[src/rtl/audio_pkg.sv]
// Shared constants and the gain-ramp state encoding for the PWM audio output stage.
package audio_pkg;
  localparam int SAMPLE_W = 8;
  localparam int MID      = 128;
  localparam int GAIN_ONE = 16;

  typedef enum logic [1:0] {
    MUTED     = 2'd0,
    RAMP_UP   = 2'd1,
    PLAY      = 2'd2,
    RAMP_DOWN = 2'd3
  } ramp_state_e;
endpackage

[src/rtl/pwm_audio_out_if.sv]
// Sound-card side bus of the PWM output stage: sample/enable in, PWM bit and status out.
interface pwm_audio_out_if #(parameter int WIDTH = audio_pkg::SAMPLE_W);
  logic [WIDTH-1:0] sample;
  logic             enable;
  logic             pwm_out;
  logic             sample_tick;
  logic             active;

  modport master (output sample, enable, input pwm_out, sample_tick, active);
  modport slave  (input sample, enable, output pwm_out, sample_tick, active);
endinterface

[src/rtl/pwm_gain_ramp.sv]
// Mute/unmute state machine; gain moves one step per PWM period between 0 and unity.
module pwm_gain_ramp
  import audio_pkg::*;
#(
  parameter int GAIN_BITS = 4
) (
  input  logic               clk,
  input  logic               reset,
  input  logic               enable_i,
  input  logic               boundary_i,
  output logic [GAIN_BITS:0] gain_next_o,
  output ramp_state_e        state_o
);
  localparam int GW = GAIN_BITS + 1;
  localparam logic [GW-1:0] G_ONE = GW'(1 << GAIN_BITS);

  logic [GW-1:0] gain_q, gain_d;
  ramp_state_e   state_q, state_d;

  always_comb begin
    gain_d  = gain_q;
    state_d = state_q;
    case (state_q)
      MUTED: if (enable_i) begin
        gain_d  = GW'(1);
        state_d = RAMP_UP;
      end
      RAMP_UP, RAMP_DOWN: begin
        if (enable_i) begin
          gain_d  = gain_q + GW'(1);
          state_d = (gain_d == G_ONE) ? PLAY : RAMP_UP;
        end else begin
          gain_d  = gain_q - GW'(1);
          state_d = (gain_d == '0) ? MUTED : RAMP_DOWN;
        end
      end
      PLAY: begin
        if (enable_i) begin
          gain_d = G_ONE;
        end else begin
          gain_d  = G_ONE - GW'(1);
          state_d = RAMP_DOWN;
        end
      end
      default: begin
        gain_d  = '0;
        state_d = MUTED;
      end
    endcase
  end

  always_ff @(posedge clk) begin
    if (reset) begin
      gain_q  <= '0;
      state_q <= MUTED;
    end else if (boundary_i) begin
      gain_q  <= gain_d;
      state_q <= state_d;
    end
  end

  assign gain_next_o = gain_d;
  assign state_o     = state_q;
endmodule

[src/rtl/pwm_audio_out.sv]
// PWM audio output: one offset-binary sample per 2**WIDTH-clock period, scaled by the ramp gain.
module pwm_audio_out
  import audio_pkg::*;
#(
  parameter int WIDTH     = SAMPLE_W,
  parameter int GAIN_BITS = 4
) (
  input  logic          clk,
  input  logic          reset,
  pwm_audio_out_if.slave bus
);
  localparam int DW    = WIDTH + 1;
  localparam int GW    = GAIN_BITS + 1;
  localparam int PW    = DW + GW;
  localparam int MID_L = 1 << (WIDTH - 1);

  logic [WIDTH-1:0]     cnt_q, duty_q, duty_d;
  logic                 pwm_q;
  logic                 boundary;
  logic [GW-1:0]        gain_next;
  ramp_state_e          state;
  logic signed [DW-1:0] diff;
  logic signed [PW-1:0] diff_x, gain_x, prod;

  assign boundary = (cnt_q == '1);

  pwm_gain_ramp #(.GAIN_BITS(GAIN_BITS)) u_ramp (
    .clk         (clk),
    .reset       (reset),
    .enable_i    (bus.enable),
    .boundary_i  (boundary),
    .gain_next_o (gain_next),
    .state_o     (state)
  );

  // Operands widened before the multiply so the product is formed at full width.
  assign diff   = $signed({1'b0, bus.sample}) - $signed(DW'(MID_L));
  assign diff_x = PW'(diff);
  assign gain_x = $signed(PW'(gain_next));
  assign prod   = diff_x * gain_x;
  // Arithmetic shift floors toward -inf, so the level always stays inside 0..2**WIDTH-1.
  assign duty_d = WIDTH'((prod >>> GAIN_BITS) + $signed(PW'(MID_L)));

  always_ff @(posedge clk) begin
    if (reset) begin
      cnt_q  <= '0;
      duty_q <= WIDTH'(MID_L);
      pwm_q  <= 1'b0;
    end else begin
      cnt_q <= cnt_q + WIDTH'(1);
      pwm_q <= (cnt_q < duty_q);
      if (boundary) duty_q <= duty_d;
    end
  end

  assign bus.pwm_out     = pwm_q;
  assign bus.sample_tick = boundary;
  assign bus.active      = (state != MUTED);
endmodule

[src/flat_wrapper.sv]
// flat-port wrapper written by rule: the top's interface ports become plain ports
module pwm_audio_out_flat import audio_pkg::*;
#(
  parameter int WIDTH     = SAMPLE_W,
  parameter int GAIN_BITS = 4
)
  (clk, reset, bus_sample, bus_enable, bus_pwm_out, bus_sample_tick, bus_active);
  pwm_audio_out_if #(.WIDTH(WIDTH)) bus_i ();
  input  logic clk;
  input  logic reset;
  input wire logic [$bits(bus_i.sample)-1:0] bus_sample;
  input wire logic [$bits(bus_i.enable)-1:0] bus_enable;
  output wire logic [$bits(bus_i.pwm_out)-1:0] bus_pwm_out;
  output wire logic [$bits(bus_i.sample_tick)-1:0] bus_sample_tick;
  output wire logic [$bits(bus_i.active)-1:0] bus_active;
  assign bus_i.sample = bus_sample;
  assign bus_i.enable = bus_enable;
  assign bus_pwm_out = bus_i.pwm_out;
  assign bus_sample_tick = bus_i.sample_tick;
  assign bus_active = bus_i.active;
  pwm_audio_out #(.WIDTH(WIDTH), .GAIN_BITS(GAIN_BITS)) u_core (.clk(clk), .reset(reset), .bus(bus_i));
endmodule
[config.mk]
export PLATFORM = sky130hd
export DESIGN_NAME = pwm_audio_out_flat
export DESIGN_NICKNAME = d
export VERILOG_FILES = /design/src/rtl/audio_pkg.sv /design/src/rtl/pwm_audio_out_if.sv /design/src/rtl/pwm_gain_ramp.sv /design/src/rtl/pwm_audio_out.sv /design/src/flat_wrapper.sv
export SDC_FILE = /design/constraint.sdc
export NUM_CORES = 1
export LEC_CHECK = 0
export ABC_AREA = 1
export CORE_MARGIN = 5
export CORE_UTILIZATION = 60
export DETAILED_ROUTE_END_ITERATION = 8
export PLACE_DENSITY_LB_ADDON = 0.08
export SYNTH_ARGS = -nofsm -noshare
export SYNTH_HDL_FRONTEND = slang
export SYNTH_SLANG_ARGS = --single-unit
[constraint.sdc]
create_clock -name clk -period 14.5 [get_ports clk]
set_clock_uncertainty 0.2 [all_clocks]
set_input_delay 2.9 -clock clk [delete_from_list [all_inputs] [get_ports clk]]
set_output_delay 2.9 -clock clk [all_outputs]
set_load 0.05 [all_outputs]
==> impl_results.md, run 1 <==
* Outcome: finished, final reports clean
* Cell taking the most area after synthesis: dfxtp_1
* Crit path largest cell delay at 690 ps
* Mux share of post-synthesis cell area at 0
* CP Cell Sequence: clkdlybuf4s50_1, inv_2, nand2_1, o21ai_0, o21ai_0, nand2_1, inv_1, nand2_1, fa_1, fa_1, fa_1, inv_1, ha_1, a21oi_1, nor2_1, a211oi_1, nand2_2, nand2_1, nand3_1, o211ai_1, inv_1
* Die W at 77.6 um
* Core Util, Final at 0.667
* CTS clk-pin slew, worst paths at 80 ps
* Cell Rows at 24
* Crit path capture type: register
* Met1 Use GR at 0.246
* Synthesized Nets at 433
* Largest family of logic cells by synthesized area: adder cells
* Die Footprint at 6030 sq um
* Gpl congestion at 0.866
* DR vias at 2328
* Yosys cell types at 37
* Final Cycle Share at 0.517
* Synth Flop Type: dfxtp_1
* Crit path max fanout at 10
* Met2 usage at 0.324
* Setup crit start kind: input pin
* Mean Syn Cell Area at 7.40 sq um
* Max-cap violation count at 0
* Max IR drop VDD at 0.0325 mV
* Commonest non-fill, non-tap cell in the layout: inv_1
* Endpoints failing hold at 0
* Clock Path Buffers at 2
* YS warnings at 0
* Initial core utilization at 0.626
* HP Class: register to register
* Total grt overflow at 0
* Chip height at 77.6 um
* Most frequent cells in the layout: inv_1, nand2_1, nor2_1, ha_1, a21oi_1
* Clock Latency Late Sink at 270 ps
* I/O pin count at 14
* Mapped Cells at 371
* Max Slew Vio Count at 0
* Fill cells at 387
* Leakage power at 1.42 nW
* Slew @ Worst Pin at 756 ps
* Inserted Clock Buffers at 3
* Post-layout net count at 443
* Slew Limit Headroom at 0.496
* # DRC at 0
* WL/cell at 12.6 um
* Core area at 4380 sq um
* RSZ-0062 raised after global routing: no
* Highest Clock Rate at 0.134 GHz
* Simple-gate share of the synthesized area at 0.237
* Xor and xnor area share after synthesis at 0.0319
* Post-synth EDFFs at 0
* Half-perimeter wire length after placement at 4370 um
* Complex-gate fraction of the synthesized area at 0.123
* Ant. Diodes at 0
* Number of cells after detailed placement at 428
* CP required at 14460 ps
* Post-synth ARST share at 0
* Vias in the first global route at 2206
* Fin cells at 432
* Pwr/cell area at 45.5 nW/um^2
* Top Usage Layer GRT: met2
* Starting DRT DRC Count at 221
* Mapped Area at 2740 sq um
* Root Buffer: clkbuf_8
* Yosys reg bits at 24
* Share of cells above drive strength 1 at 0.0632
* Largest cells by area after synthesis: dfxtp_1, fa_1, ha_1, inv_1, nand2_1
* Sequential fraction of the synthesis area at 0.175
* Hold Slack at 275 ps
* # H-tree levels at 1
* Area delta synth->final at 6.52%
* Top-area cell type share of the netlist area at 0.175
* Total clock sinks at 24
* Dpl cell area at 2870 sq um
* # hold bufs at CTS at 0
* TritonCTS clock tree: done
* Synth Area in Adders at 0.293
* Met3 usage at 0.0174
* TNS Setup at 0 ps
* Critical-path top delay cell: clkdlybuf4s50_1
* WL final at 5450 um
* Finished Cell Area at 2920 sq um
* Cts repair resizes at 0
* GRT Overall Usage at 0.188
* Cell mode on critical path: nand2_1
* Crit path time final at 7490 ps
* Largest net degree at the start of global routing at 22
* Critical path class: input pin to register
* First-pass GRT wire length at 9520 um
* PortBufs at 13
* Initial antenna violation count at 0
* Post-CTS setup buffers at 0
* Avg Vias per Cell at 5.39
* Setup violators final at 0
* DR pass1 iterations at 4
* CP arrival at 7450 ps
* Reg-to-reg slack, setup at 9410 ps
* Antenna viol nets, final at 0
cell families (layout without fill, tap and decap cells):
family / Yosys count / in the layout
and+or+nand+nor: 135 / 135
buffers and inverters: 89 / 98
AOI/OAI and AO/OA: 62 / 62
adders and majority gates: 51 / 51
DFF: 24 / 24
xor gates and xnor gates: 10 / 10
state kept, by name (all words and copies together) (netlist names), named ones only:
register and count:
u_core.cnt_q 8, u_core.duty_q 8, u_core.u_ramp.gain_q 5, u_core.bus.pwm_out 1
u_core.u_ramp.state_o 1
worst max-delay path: cells and delay by family:
family	cells	cell delay [ps]
buffers and inverters	5	1100
AO/OA/AOI/OAI	5	880
adder cells (fa/ha/maj)	4	1880
AND/OR/NAND/NOR	7	710
path summary, 6_finish.rpt:
path,start,endpoint,cells after the start
worst max-delay path,bus_enable,u_core.duty_q[4],21
worst min-delay path,u_core.duty_q[7],u_core.duty_q[7],2
worst max register to register,u_core.u_ramp.gain_q[0],u_core.duty_q[4],22
worst min register to register,u_core.duty_q[7],u_core.duty_q[7],2
metal layers:
layer	vias up	share of wire
li1	1193	-
met1	1068	0.47
met2	56	0.48
met3	11	0.036
met4	0	0.015
met5	-	0
power by group:
group / total [W] / internal, W / switching (W)
registers: 0.0000674 / 0.0000667 / 0.000000722
logic: 0.0000204 / 0.00000835 / 0.0000120
clock network: 0.0000452 / 0.0000243 / 0.0000209
total: 0.000133 / 0.0000993 / 0.0000336
final cells by class:
cell class | count | area [sq um] | share of cell area
clock buffer | 4 | 55.1 | 0.0188
inverter | 81 | 314 | 0.107
sequential | 24 | 480 | 0.164
tap | 52 | 65.1 | 0.0223
multi-input combinational | 258 | 1880 | 0.643
timing repair buffer | 13 | 130 | 0.0445
synth_stat cells (2+ instances only):
library cell,count
fa_1,22
buf_6,3
nand3_2,3
nand2_1,50
o21ai_2,2
nand3_4,2
nand2_2,2
a21oi_1,27
o21ai_1,2
nand3_1,25
a21oi_2,2
ha_1,29
xnor2_1,3
nor2_1,40
inv_1,77
xor2_1,7
dfxtp_1,24
buf_4,2
o21ai_0,24
inv_4,2
nand4_1,6
nor2_4,2
per-stage QoR:
step           total power, W  worst slack (ps)
6_report             0.000133              7010
5_1_grt              0.000139              6760
4_1_cts              0.000134              7070
3_5_place_dp        0.0000893              6790
3_3_place_gp        0.0000888              6890
2_1_floorplan       0.0000828              7730
No activity file was read; power rests on OpenSTA's default activity.
==> run 2: changes to the inputs <==
clock period = 6.9 ns   (was 14.5 ns; I/O delays follow)
==> results of run 2 <==
Same layout as run 1 (identical final DEF). Status: finished, final reports clean.
Among the figures that moved: setup slack after placement 6790 ps -> 712 ps; setup slack after layout 7010 ps -> 930 ps; register-to-register setup slack 9410 ps -> 1810 ps; total power 0.000133 W -> 0.000279 W; worst IR drop on VDD 0.0325 mV -> 0.0682 mV
